===== src/rtl/keypad_scan_if.sv =====
// Keypad pin bundle plus key-event outputs for the matrix keypad scanner.
// The scanner is the master: it drives the column strobes and key events and samples the rows.
interface keypad_scan_if;
  logic [3:0] row_in;     // active-low rows from the keypad
  logic [3:0] col_out;    // active-low column strobes
  logic [3:0] key_code;   // {column, row} of the accepted key
  logic       key_valid;  // one-cycle press event
  logic       key_held;   // accepted key still considered down

  modport master (
    input  row_in,
    output col_out,
    output key_code,
    output key_valid,
    output key_held
  );

  modport slave (
    output row_in,
    input  col_out,
    input  key_code,
    input  key_valid,
    input  key_held
  );
endinterface


===== src/rtl/keypad_scan.sv =====
// 4x4 matrix keypad scanner: rotates one active-low column strobe, synchronizes and samples the
// rows once per column dwell, and debounces whole frames into single-key press events.
module keypad_scan #(
  parameter int unsigned SCAN_DIV = 4096,  // cycles per column, >= 4
  parameter int unsigned DEBOUNCE = 3      // identical frames to accept press/release, 1..15
) (
  input  logic         clk,
  input  logic         rst_n,
  keypad_scan_if.master kp
);

  localparam int unsigned    DivW    = (SCAN_DIV > 1) ? $clog2(SCAN_DIV) : 1;
  localparam logic [DivW-1:0] DivLast = DivW'(SCAN_DIV - 1);
  localparam logic [3:0]      DebLast = 4'(DEBOUNCE);

  localparam logic [1:0] StIdle    = 2'd0;
  localparam logic [1:0] StPressDb = 2'd1;
  localparam logic [1:0] StPressed = 2'd2;
  localparam logic [1:0] StRelDb   = 2'd3;

  logic [DivW-1:0] div_q, div_d;
  logic [1:0]      col_idx_q, col_idx_d;
  logic [3:0]      sync1_q, sync2_q;
  logic [15:0]     snap_q, snap_d;
  logic            eval_q, eval_d;
  logic [1:0]      state_q, state_d;
  logic [3:0]      cand_q, cand_d;
  logic [3:0]      cnt_q, cnt_d;
  logic [3:0]      key_code_q, key_code_d;
  logic            key_valid_q, key_valid_d;

  logic            dwell_end;
  logic            any_bit;
  logic            multi_bit;
  logic            one_hot;
  logic [3:0]      one_code;
  logic            cand_hit;
  logic [3:0]      cnt_inc;

  assign dwell_end = (div_q == DivLast);

  // Dwell counter, column rotation and per-column row snapshot.
  always_comb begin
    div_d     = dwell_end ? '0 : div_q + DivW'(1);
    col_idx_d = dwell_end ? col_idx_q + 2'd1 : col_idx_q;
    snap_d    = snap_q;
    if (dwell_end) begin
      unique case (col_idx_q)
        2'd0: snap_d[3:0]   = ~sync2_q;
        2'd1: snap_d[7:4]   = ~sync2_q;
        2'd2: snap_d[11:8]  = ~sync2_q;
        2'd3: snap_d[15:12] = ~sync2_q;
        default: snap_d = snap_q;
      endcase
    end
    // The frame is complete once column 3 has been sampled; evaluate it next cycle.
    eval_d = dwell_end && (col_idx_q == 2'd3);
  end

  // Column strobe decode: exactly one active-low strobe.
  always_comb begin
    kp.col_out = 4'b0111;
    unique case (col_idx_q)
      2'd0: kp.col_out = 4'b0111;
      2'd1: kp.col_out = 4'b1011;
      2'd2: kp.col_out = 4'b1101;
      2'd3: kp.col_out = 4'b1110;
      default: kp.col_out = 4'b0111;
    endcase
  end

  // Frame classification: none / exactly one key / several keys.
  always_comb begin
    any_bit   = |snap_q;
    multi_bit = |(snap_q & (snap_q - 16'd1));
    one_hot   = any_bit && !multi_bit;
    one_code  = 4'd0;
    for (int i = 0; i < 16; i++) begin
      if (snap_q[i]) one_code = 4'(i);
    end
    cand_hit = snap_q[cand_q];
    cnt_inc  = (cnt_q == 4'hF) ? cnt_q : cnt_q + 4'd1;
  end

  // Debounce FSM, advanced only in the frame evaluation cycle.
  always_comb begin
    state_d     = state_q;
    cand_d      = cand_q;
    cnt_d       = cnt_q;
    key_code_d  = key_code_q;
    key_valid_d = 1'b0;
    if (eval_q) begin
      unique case (state_q)
        StIdle: begin
          if (one_hot) begin
            cand_d = one_code;
            cnt_d  = 4'd1;
            if (DEBOUNCE <= 1) begin
              state_d     = StPressed;
              key_valid_d = 1'b1;
              key_code_d  = one_code;
            end else begin
              state_d = StPressDb;
            end
          end
        end
        StPressDb: begin
          if (one_hot && (one_code == cand_q)) begin
            cnt_d = cnt_inc;
            if (cnt_inc >= DebLast) begin
              state_d     = StPressed;
              key_valid_d = 1'b1;
              key_code_d  = cand_q;
            end
          end else if (one_hot) begin
            cand_d = one_code;
            cnt_d  = 4'd1;
          end else begin
            state_d = StIdle;
          end
        end
        StPressed: begin
          // Extra keys are ignored while the accepted key stays down.
          if (!cand_hit) begin
            cnt_d   = 4'd1;
            state_d = (DEBOUNCE <= 1) ? StIdle : StRelDb;
          end
        end
        StRelDb: begin
          if (cand_hit) begin
            state_d = StPressed;
          end else begin
            cnt_d = cnt_inc;
            if (cnt_inc >= DebLast) state_d = StIdle;
          end
        end
        default: state_d = StIdle;
      endcase
    end
  end

  // Scan timing and snapshot state.
  always_ff @(posedge clk) begin
    if (!rst_n) begin
      div_q     <= '0;
      col_idx_q <= 2'd0;
      snap_q    <= 16'd0;
      eval_q    <= 1'b0;
    end else begin
      div_q     <= div_d;
      col_idx_q <= col_idx_d;
      snap_q    <= snap_d;
      eval_q    <= eval_d;
    end
  end

  // Two-flop synchronizer for the asynchronous row inputs; idles at "no key".
  always_ff @(posedge clk) begin
    if (!rst_n) begin
      sync1_q <= 4'hF;
      sync2_q <= 4'hF;
    end else begin
      sync1_q <= kp.row_in;
      sync2_q <= sync1_q;
    end
  end

  // Debounce state and key event registers.
  always_ff @(posedge clk) begin
    if (!rst_n) begin
      state_q     <= StIdle;
      cand_q      <= 4'd0;
      cnt_q       <= 4'd0;
      key_code_q  <= 4'd0;
      key_valid_q <= 1'b0;
    end else begin
      state_q     <= state_d;
      cand_q      <= cand_d;
      cnt_q       <= cnt_d;
      key_code_q  <= key_code_d;
      key_valid_q <= key_valid_d;
    end
  end

  assign kp.key_code  = key_code_q;
  assign kp.key_valid = key_valid_q;
  assign kp.key_held  = (state_q == StPressed) || (state_q == StRelDb);

endmodule

===== src/flat_wrapper.sv =====
// flat-port wrapper written by rule: the top's interface ports become plain ports
module keypad_scan_flat 
#(
  parameter int unsigned SCAN_DIV = 4096,                            
  parameter int unsigned DEBOUNCE = 3                                                        
)
  (clk, rst_n, kp_row_in, kp_col_out, kp_key_code, kp_key_valid, kp_key_held);
  keypad_scan_if kp_i ();
  input  logic clk;
  input  logic rst_n;
  input wire logic [$bits(kp_i.row_in)-1:0] kp_row_in;
  output wire logic [$bits(kp_i.col_out)-1:0] kp_col_out;
  output wire logic [$bits(kp_i.key_code)-1:0] kp_key_code;
  output wire logic [$bits(kp_i.key_valid)-1:0] kp_key_valid;
  output wire logic [$bits(kp_i.key_held)-1:0] kp_key_held;
  assign kp_i.row_in = kp_row_in;
  assign kp_col_out = kp_i.col_out;
  assign kp_key_code = kp_i.key_code;
  assign kp_key_valid = kp_i.key_valid;
  assign kp_key_held = kp_i.key_held;
  keypad_scan #(.SCAN_DIV(SCAN_DIV), .DEBOUNCE(DEBOUNCE)) u_core (.clk(clk), .rst_n(rst_n), .kp(kp_i));
endmodule

===== config.mk =====
export PLATFORM = sky130hd
export DESIGN_NAME = keypad_scan_flat
export DESIGN_NICKNAME = d
export VERILOG_FILES = /design/src/rtl/keypad_scan_if.sv /design/src/rtl/keypad_scan.sv /design/src/flat_wrapper.sv
export SDC_FILE = /design/constraint.sdc
export NUM_CORES = 1
export LEC_CHECK = 0
export ABC_AREA = 1
export BUFFER_PORTS_ARGS = -buffer_cell sky130_fd_sc_hd__buf_2
export CAP_MARGIN = 40
export CORE_MARGIN = 3
export CORE_UTILIZATION = 30
export CTS_CLUSTER_SIZE = 30
export DETAILED_ROUTE_END_ITERATION = 7
export PLACE_DENSITY = 0.5
export SLEW_MARGIN = 0
export SYNTH_ARGS = -nofsm -noshare
export SYNTH_HDL_FRONTEND = slang
export SYNTH_SLANG_ARGS = --single-unit

===== constraint.sdc =====
create_clock -name clk -period 2.13 [get_ports clk]
set_input_delay 0.3195 -clock clk [delete_from_list [all_inputs] [get_ports clk]]
set_output_delay 0.3195 -clock clk [all_outputs]
set_load 0.03 [all_outputs]

==> impl_metrics.yaml <==
grt:
  antenna_found_initial: 0
  grt_max_degree: 22
  grt_pass1_wl_mm: 12.8
  grt_pass1_vias: 2762
  grt_use_total_pct: 13.6
  gr-total-overflow: 0
floorplanning:
  start_util_pct: 31.2
  fp.dieH_um: 107
  die_w_um: 107
  rows: 36
  dieArea_um2: 11500
  core-area_um2: 9860
  io_pins: 16
min_path:
  hold_path.class: "in2reg"
power_and_ir_drop:
  power.total_w: 0.00181
  cellPowerDensity_nw_per_um2: 447
  leakagePower_nw: 1.77
  vdd_drop_max_mv: 0.237
sta:
  finalHoldViolCount: 0
  rsz0062_at_grt: "true"
  min_period_ns: 2.19
  fin_ws_ns: -0.0617
  drv_slew: 0
  timing.slew.headroom_pct: 68.4
  finalClockSkew_ns: 0.00824
  finalCritPeriodShare_pct: 103
  fmax_ghz: 0.456
  max_slew.worst_pin.slew_ns: 0.474
  setup-violations-final: 11
route:
  routedWlPerCell_um: 11.9
  first_pass_iters: 4
  drtIter0Drc: 128
  viasPerCell: 4.60
  detail-route-antenna-nets: 0
  drc: 0
  routed_wl_mm: 7.59
  num_vias: 2936
synth:
  synth-async-reset-ratio_pct: 0
  yosysUniqueCellTypes: 37
  synth_fp_nets: 450
  synth_edf_count: 0
  syn-instance-count: 435
  synth_ff_type: "dfxtp_1"
  yosys_warnings: 0
  syn_area_um2: 3080
  synth.avg_cell_area_um2: 7.08
  ys_ff_latch: 54
  yosysSeqAreaShare_pct: 35.1
placed_design:
  hpwl_mm: 5.72
  gp_congestion: 0.861
  port-buffer-count: 15
finish:
  syn2layout_area_growth_pct: 31.3
  fin_util_pct: 41.0
  layout-drive-gt1-share_pct: 34.1
  diodes: 0
  layout.nets: 519
critical_path:
  cp_max_fo: 6
  crit_buf_inv: 1
  cp_slowest_cell: "dfxtp_2"
  cp.required_ns: 2.38
  crit_arrival_ns: 2.44
  path_common_cell: "nor2_4"
  path_delay_family: "simple AND/OR/NAND/NOR gates"
  rrSetupSlack_ns: -0.06
  startpoint_type: "flip-flop"
  max_stage_delay_ns: 0.35
  worstSetupEndpointType: "flip-flop"
  crit_chain: "nor2_4 > nand2_4 > nor2_4 > nand2_2 > nand2_1 > nand2_1 > nor2_2 > nand3b_4 > nor2_4 > nand2_2 > a21oi_4 > nand2_4 > nor2_4 > nand3_4 > buf_4 > nor2_4"
  crit_type: "reg2reg"
run_status:
  status: "finished, violations left"
  failed_checks: "negative setup slack"
clock_tree:
  insertion_delay_ns: 0.31
  clock_sinks: 54
  clk_pin_slew_ns: 0.11
  clock_path_buffers: 2
  cts_tree: "done"
  htreeDepth: 2
  cts_root_buf: "clkbuf_8"
  cts_buffers: 5
  hold_buffers: 0
run:
  drv_cap: 0
==> layer usage <==
metal	up-vias	share of wire, %	GRT usage, %	wire length, µm
met3	9	1.9	2.04	143
met4	0	1.5	3.70	114
li1	1549	-	-	-
met2	32	50	23.9	3780
met1	1346	47	17.4	3550
met5	-	0	0	0
==> cell usage after synthesis (2+ instances only) <==
| master | instances | share of area, % |
|---|---|---|
| nor3_1 | 3 | 0.49 |
| o21ai_0 | 36 | 5.8 |
| nand2_4 | 4 | 1.5 |
| xor2_1 | 5 | 1.4 |
| o211ai_1 | 3 | 0.73 |
| buf_2 | 2 | 0.32 |
| nand2_2 | 5 | 1.0 |
| nor2_1 | 46 | 5.6 |
| nor2_4 | 6 | 2.2 |
| nand3_1 | 26 | 4.2 |
| a21oi_1 | 20 | 3.2 |
| dfxtp_1 | 54 | 35 |
| nand4_1 | 8 | 1.6 |
| inv_2 | 4 | 0.49 |
| nand3b_4 | 2 | 1.3 |
| nand2_1 | 77 | 9.4 |
| o21ai_1 | 4 | 0.65 |
| a31oi_1 | 18 | 3.7 |
| nor3b_1 | 4 | 0.97 |
| ha_1 | 9 | 3.7 |
| inv_1 | 59 | 7.2 |
| nor2_2 | 7 | 1.4 |
| or2_2 | 10 | 2.0 |
| a21oi_2 | 4 | 1.1 |
| clkbuf_1 | 7 | 0.85 |
==> path summary, 6_finish.rpt <==
path	start	end	cells after the start
hold / removal	kp_row_in[1]	u_core.sync1_q[1]	2
hold reg to reg	u_core.sync1_q[2]	u_core.sync2_q[2]	1
setup / recovery	u_core.snap_q[4]	u_core.kp.key_valid	16
setup reg to reg	u_core.snap_q[4]	u_core.kp.key_valid	16
==> registers in the layout, indices dropped and copies added (netlist names) <==
register	cells
u_core.sync2_q	4
u_core.snap_q	16
u_core.cand_q	4
u_core.eval_q	1
u_core.col_idx_q	2
u_core.kp.key_valid	1
u_core.cnt_q	4
u_core.kp.key_code	4
u_core.div_q	12
u_core.state_q	2
u_core.sync1_q	4
==> cell usage in the layout, fill, tap and decap left out, types with 14 or more instances in the layout <==
cell | Yosys | layout
o21ai_0 | 36 | 32
a21oi_1 | 20 | 19
nor2_1 | 46 | 36
nor2_4 | 6 | 16
buf_2 | 2 | 15
inv_1 | 59 | 57
a31oi_1 | 18 | 18
dfxtp_1 | 54 | 44
nand2_1 | 77 | 67
buf_4 | 0 | 53
nand2_2 | 5 | 14
nand3_1 | 26 | 21
==> cell type report <==
cell class              count  area (µm²)
inverters                  64         245
repair buffers             72         527
well taps                 133         166
multi-input cells         307        1900
flip-flops and latches     54        1090
clock inverters             3        47.5
clock buffers               5        68.8
fillers                  1038        5820
==> what timing repair did <==
action	CTS	global route
endpoints found under the setup margin	31	44
pin swaps	4	11
resized for setup	14	52
setup buffers	3	11
gates cloned	0	0
==> power by group <==
part / leakage [nW] / switching [W] / internal [W]
Clock: 0.0587 / 0.000366 / 0.000357
Sequential: 0.442 / 0.0000105 / 0.00102
Combinational: 1.27 / 0.0000267 / 0.0000246
Total: 1.77 / 0.000403 / 0.00140
==> kinds of logic (layout without fill, tap and decap cells) <==
logic type	after synthesis	count (layout)	synth area share, %
AND/OR/NAND/NOR	203	203	33.6
adder cells (fa/ha/maj)	9	9	3.66
buffers and inverters	74	144	9.42
AO/OA/AOI/OAI	89	89	16.6
XOR/XNOR	6	6	1.71
flip-flops	54	54	35.1
==> metrics by stage <==
| step | setup TNS (ns) | hold slack [ns] | std cells | worst slack, ns | area (µm²) |
|---|---|---|---|---|---|
| after floorplan | 0 | 0.393 | 435 | 0.0531 | 3080 |
| after global routing | -4.52 | 0.179 | 638 | -0.220 | 4040 |
| final | -0.388 | 0.186 | 638 | -0.0617 | 4040 |
| after detailed placement | -1.59 | 0.401 | 617 | -0.0948 | 3600 |
| after global placement | -1.85 | 0.398 | 617 | -0.117 | 3600 |
| after CTS | -0.247 | 0.175 | 628 | -0.0514 | 3790 |
Power figures use the tool's default switching activity.
